<file path="src/rtl/fetch_stage.sv">
// RV32I fetch stage: owns the PC, issues req/ack word fetches and feeds IF/ID.
// One-cycle fetch-to-output latency; a one-entry skid absorbs a word acked under stall.
module fetch_stage #(
  parameter logic [31:0] RESET_PC = 32'h0000_0000
) (
  input  logic        clk,
  input  logic        rst,
  output logic        imem_req,
  output logic [31:0] imem_addr,
  input  logic        imem_ack,
  input  logic [31:0] imem_rdata,
  input  logic        stall,
  input  logic        redirect_valid,
  input  logic [31:0] redirect_pc,
  output logic        if_valid,
  output logic [31:0] if_instr,
  output logic [31:0] if_pc,
  output logic [31:0] if_pc_plus4
);

  typedef enum logic [1:0] {IDLE, FETCH, WAIT_SLOT, DRAIN} state_e;

  state_e      state_q, state_d;
  logic [31:0] pc_q, pc_d;
  logic [31:0] req_addr_q, req_addr_d;
  logic        if_valid_q, if_valid_d;
  logic [31:0] if_instr_q, if_instr_d;
  logic [31:0] if_pc_q, if_pc_d;
  logic [31:0] if_pc_plus4_q, if_pc_plus4_d;
  logic        skid_vld_q, skid_vld_d;
  logic [31:0] skid_instr_q, skid_instr_d;
  logic [31:0] skid_pc_q, skid_pc_d;

  logic        slot_free;
  logic [31:0] next_addr;
  logic [31:0] rd_pc;

  assign slot_free = !if_valid_q || !stall;
  assign next_addr = req_addr_q + 32'd4;
  assign rd_pc     = redirect_pc & ~32'd3;

  always_comb begin
    state_d       = state_q;
    pc_d          = pc_q;
    req_addr_d    = req_addr_q;
    // An unstalled slot is consumed this edge; a refill below overrides this.
    if_valid_d    = if_valid_q && stall;
    if_instr_d    = if_instr_q;
    if_pc_d       = if_pc_q;
    if_pc_plus4_d = if_pc_plus4_q;
    skid_vld_d    = skid_vld_q;
    skid_instr_d  = skid_instr_q;
    skid_pc_d     = skid_pc_q;

    if (redirect_valid) begin
      if_valid_d = 1'b0;
      skid_vld_d = 1'b0;
      pc_d       = rd_pc;
      case (state_q)
        FETCH: begin
          if (imem_ack) begin
            req_addr_d = rd_pc;
            state_d    = FETCH;
          end else begin
            state_d    = DRAIN;
          end
        end
        DRAIN:   state_d = DRAIN;
        default: begin
          req_addr_d = rd_pc;
          state_d    = FETCH;
        end
      endcase
    end else begin
      case (state_q)
        IDLE: begin
          req_addr_d = pc_q;
          state_d    = FETCH;
        end
        FETCH: begin
          if (imem_ack) begin
            pc_d = next_addr;
            if (slot_free) begin
              if_valid_d    = 1'b1;
              if_instr_d    = imem_rdata;
              if_pc_d       = req_addr_q;
              if_pc_plus4_d = next_addr;
              req_addr_d    = next_addr;
            end else begin
              skid_vld_d   = 1'b1;
              skid_instr_d = imem_rdata;
              skid_pc_d    = req_addr_q;
              state_d      = WAIT_SLOT;
            end
          end
        end
        WAIT_SLOT: begin
          if (slot_free) begin
            if_valid_d    = skid_vld_q;
            if_instr_d    = skid_instr_q;
            if_pc_d       = skid_pc_q;
            if_pc_plus4_d = skid_pc_q + 32'd4;
            skid_vld_d    = 1'b0;
            req_addr_d    = pc_q;
            state_d       = FETCH;
          end
        end
        DRAIN: begin
          if (imem_ack) begin
            req_addr_d = pc_q;
            state_d    = FETCH;
          end
        end
        default: state_d = IDLE;
      endcase
    end
  end

  always_ff @(posedge clk) begin
    if (rst) begin
      state_q       <= IDLE;
      pc_q          <= RESET_PC;
      req_addr_q    <= RESET_PC;
      if_valid_q    <= 1'b0;
      if_instr_q    <= 32'd0;
      if_pc_q       <= 32'd0;
      if_pc_plus4_q <= 32'd0;
      skid_vld_q    <= 1'b0;
      skid_instr_q  <= 32'd0;
      skid_pc_q     <= 32'd0;
    end else begin
      state_q       <= state_d;
      pc_q          <= pc_d;
      req_addr_q    <= req_addr_d;
      if_valid_q    <= if_valid_d;
      if_instr_q    <= if_instr_d;
      if_pc_q       <= if_pc_d;
      if_pc_plus4_q <= if_pc_plus4_d;
      skid_vld_q    <= skid_vld_d;
      skid_instr_q  <= skid_instr_d;
      skid_pc_q     <= skid_pc_d;
    end
  end

  assign imem_req    = (state_q == FETCH) || (state_q == DRAIN);
  assign imem_addr   = req_addr_q;
  assign if_valid    = if_valid_q;
  assign if_instr    = if_instr_q;
  assign if_pc       = if_pc_q;
  assign if_pc_plus4 = if_pc_plus4_q;

endmodule

</file>
<file path="config.mk">
export PLATFORM = sky130hd
export DESIGN_NAME = fetch_stage
export DESIGN_NICKNAME = d
export VERILOG_FILES = /design/src/rtl/fetch_stage.sv
export SDC_FILE = /design/constraint.sdc
export NUM_CORES = 1
export LEC_CHECK = 0
export BUFFER_PORTS_ARGS = -buffer_cell sky130_fd_sc_hd__buf_2
export CAP_MARGIN = 30
export CELL_PAD_IN_SITES_DETAIL_PLACEMENT = 2
export CELL_PAD_IN_SITES_GLOBAL_PLACEMENT = 2
export CORE_UTILIZATION = 35
export DETAILED_ROUTE_END_ITERATION = 8
export PLACE_DENSITY_LB_ADDON = 0.1
export SLEW_MARGIN = 0
export SYNTH_ARGS = -nofsm -noshare
export SYNTH_HDL_FRONTEND = slang
export SYNTH_SLANG_ARGS = --single-unit
</file>
<file path="constraint.sdc">
create_clock -name clk -period 3.8 [get_ports clk]
set_input_delay 0.38 -clock clk [delete_from_list [all_inputs] [get_ports clk]]
set_output_delay 0.38 -clock clk [all_outputs]
set_load 0.02 [all_outputs]
</file>
==> metrics.md <==
| Metric | Value |
|---|---|
| Leakage | 4.83 nW |
| Deepest clock path buffer count | 3 |
| GRT overflow | 0 |
| Capturing point of the worst reg2reg path | pc_q[20]$_SDFFE_PP0P_ |
| Area share of the leading cell type in the synthesized netlist | 40.5% |
| Final setup margin | 0.911 ns |
| Number of register bits inferred by synthesis | 226 |
| Core region area | 31500 µm² |
| Starting utilization of the core area | 35.5% |
| Primary flip-flop cell chosen by synthesis mapping | dfxtp_1 |
| Synthesized instance count | 1402 |
| Antenna diodes | 0 |
| Unrepaired setup endpoints after global routing | false |
| Drt pass-1 iters | 6 |
| Core Util, Final | 42.3% |
| Critical Path Sink | pc_q[20]$_SDFFE_PP0P_ |
| Routed wire length | 43.5 mm |
| Hold buffer count at CTS | 0 |
| Count of nets after finishing | 1595 |
| Logic depth of the worst path, buffers included | 7 |
| Critical Path Slowest Stage Cell | or4_1 |
| Number of design-rule violations left by the first detailed-router iteration | 532 |
| Crit path time final | 2.89 ns |
| Total buffers and inverters traversed by the critical path | 1 |
| Row count | 65 |
| Distinct cell type count of the synthesized netlist | 64 |
| Run status | complete, no violations |
| Post-CTS setup repair buffer count | 0 |
| Pwr Total | 6.41 mW |
| Number of pins with negative max-slew slack in the final report | 0 |
| Buffers on Ports | 196 |
| Weighted congestion reported at the end of routability-driven placement | 0.810 |
| H-tree depth reported by CTS | 1 |
| Die area | 32600 µm² |
| Insertion delay to the later sink of the worst-skew pair | 0.55 ns |
| Peak clock frequency supported by timing | 346 MHz |
| Arrival time of the worst setup path | 3.29 ns |
| Worst vdd rail ir drop | 0.334 mV |
| Number of enable-type register cells in the synthesized netlist | 0 |
| Path depth of the worst reg2reg path | 7 |
| Share of synthesized registers carrying an async set or reset | 0% |
| Synthesized area divided by synthesized cell count | 7.96 µm² |
| Via count of the first global-routing pass | 11801 |
| Pin slew with the least headroom to its limit | 1.01 ns |
| Setup total negative slack | 0 ns |
| Worst path top cell family by delay | simple AND/OR/NAND/NOR gates |
| Most common cell after layout, fill and taps aside | dfxtp_1 |
| Library cell occupying the most area in the post-synthesis netlist | dfxtp_1 |
| Clock net sink count | 226 |
| Post-synthesis instance area | 11200 µm² |
| TritonCTS clock tree | yes |
| Top library cells by usage in the layout, fill and taps aside | dfxtp_1 (226), nand2_1 (200), buf_2 (195), a21oi_1 (132), nor2_1 (126) |
| Cells along the critical path | ha_1, nand4_1, buf_4, or4_1, o31a_1, o21ai_0, a31oi_1 |
| Buffer cell driving the clock tree root | clkbuf_16 |
| Headroom to the max-slew limit | 32.2% |
| Ratio of total power to cell area | 482 nW/µm² |
| Total half-perimeter wirelength after legalization and detailed placement | 29.0 mm |
| Routed Antenna Nets | 0 |
| # IOs | 199 |
| Net count after synthesis | 1476 |
| Launching instance or port of the critical path | imem_addr[2]$_SDFFE_PP0P_ |
| Peak per-stage delay on the critical path | 0.74 ns |
| Routed vias/inst | 5.85 |
| Data required time at the worst endpoint | 4.20 ns |
| Number of endpoints with negative hold slack in the final report | 0 |
| Largest cells by area after synthesis | dfxtp_1 (41%), nand2_1 (6.7%), a21oi_1 (5.9%), mux2i_1 (5.8%), a211oi_1 (4.7%) |
| Total routing usage reported by global routing | 26.3% |
| Hold Crit Class | in -> reg |
| Post-cts gate resize count | 0 |
| Critical path launch point type | flip-flop |
| Reg-to-reg startpoint | imem_addr[2]$_SDFFE_PP0P_ |
| Max Cap Violations | 0 |
| Pin count of the biggest net entering global routing | 108 |
| Reg-to-reg slack, setup | 0.91 ns |
| Crit-path max FO | 11 |
| Layout cell share with drive strength beyond 1 | 19.2% |
| Via Count | 11387 |
| Remaining design rule violation count | 0 |
| Placed cell areas | 12400 µm² |
| Die span in x | 181 µm |
| Total of warnings raised by yosys | 0 |
| Average wire per standard cell | 22.4 µm |
| Layout overhead on the synthesized area | 19.2% |
| Vert. Die Dim | 181 µm |
| Final setup vio count | 0 |
| Cell area after layout | 13300 µm² |
| Number of CTS-inserted buffers | 29 |
| Class of the most critical setup path | reg -> reg |
| Worst setup slack before clock tree synthesis | 0.864 ns |
| Clock skew | 0.0167 ns |
| First-pass GRT wire length | 67.8 mm |
| Final critical-path share of the clock period | 76.0% |
| Initial antenna violation count | 0 |
| CP endpoint kind | flip-flop |
| Sequential area share after synthesis | 40.5% |
| Clock transition at the register clock pins on the worst setup and hold paths after CTS | 0.06 ns |
==> per-layer routing <==
layer	track usage [%]	vias up	wire length, µm
met5	0	-	0
met4	6.60	0	772
met3	2.65	46	1650
met2	44.4	277	20500
met1	35.7	5736	20600
li1	-	5328	-
==> synthesized netlist by cell type, types with 5 or more instances <==
library cell	n
a211oi_1	70
a21boi_0	6
a21oi_1	132
a222oi_1	9
a22o_1	9
a22oi_1	11
a311oi_1	11
a31o_2	7
a31oi_1	13
and3_1	5
and4_1	10
buf_1	8
buf_2	14
buf_4	6
clkbuf_1	110
dfxtp_1	226
ha_1	5
inv_1	15
mux2i_1	65
nand2_1	200
nand2b_1	6
nand3_1	39
nand3b_1	15
nand4_1	25
nor2_1	126
nor2b_1	5
nor3_1	32
nor3b_1	8
nor4_1	21
nor4b_1	5
o211ai_1	12
o21ai_0	73
o31ai_1	12
or2_2	5
or3_1	8
or4_1	6
xnor2_1	16
==> logic make-up after synthesis <==
group / after synthesis / synth area share [%]
and+or+nand+nor: 530 / 22.7
AOI/OAI and AO/OA: 400 / 23.0
DFF: 226 / 40.5
buffers and inverters: 154 / 5.60
muxes: 67 / 6.03
xor gates and xnor gates: 20 / 1.57
adders and majority gates: 5 / 0.560
==> state kept, by name, summed over array words and instances, names as in the netlist, 2 cells and up <==
name and count:
imem_addr 32, skid_instr_q 32, if_pc_plus4 30, state_q 2, pc_q 32, if_instr 32, if_pc 32, skid_pc_q 32
==> how the worst min path moves through the flow <==
stage	from	to	slack [ns]	cells after the start
floorplan	skid_instr_q[0]$_SDFFE_PP0P_	skid_instr_q[0]$_SDFFE_PP0P_	0.44	2
global placement	if_pc_plus4[10]$_SDFFE_PP0P_	if_pc_plus4[10]$_SDFFE_PP0P_	0.44	2
detailed placement	if_pc_plus4[10]$_SDFFE_PP0P_	if_pc_plus4[10]$_SDFFE_PP0P_	0.44	2
CTS	imem_rdata[1]	skid_instr_q[1]$_SDFFE_PP0P_	0.06	3
global route	imem_rdata[3]	skid_instr_q[3]$_SDFFE_PP0P_	0.09	3
finish	imem_rdata[1]	skid_instr_q[1]$_SDFFE_PP0P_	0.09	3
==> final cells by class <==
| cell class | count | area [µm²] |
|---|---|---|
| fill | 3651 | 18200 |
| multi-input combinational | 1022 | 6060 |
| sequential | 226 | 4520 |
| timing repair buffer | 227 | 1290 |
| clock buffer | 45 | 836 |
| tap | 402 | 503 |
| inverter | 15 | 56.3 |
| clock inverter | 8 | 42.5 |
==> power by group <==
group | internal (mW) | switching (mW)
Sequential | 2.53 | 0.157
Clock | 1.50 | 1.08
Combinational | 0.386 | 0.763
Total | 4.42 | 2.00
==> worst min-delay path, cell delays in order <==
cell     delay, ns
buf_2         0.10
nand2_1       0.05
a21oi_1       0.05
==> per-stage QoR <==
| stage | hold WS [ns] | cells |
|---|---|---|
| after floorplan | 0.436 | 1402 |
| after global placement | 0.440 | 1891 |
| after detailed placement | 0.444 | 1891 |
| after CTS | 0.0624 | 1944 |
| after global routing | 0.0914 | 1945 |
| final | 0.0875 | 1945 |
Power figures use the tool's default switching activity.
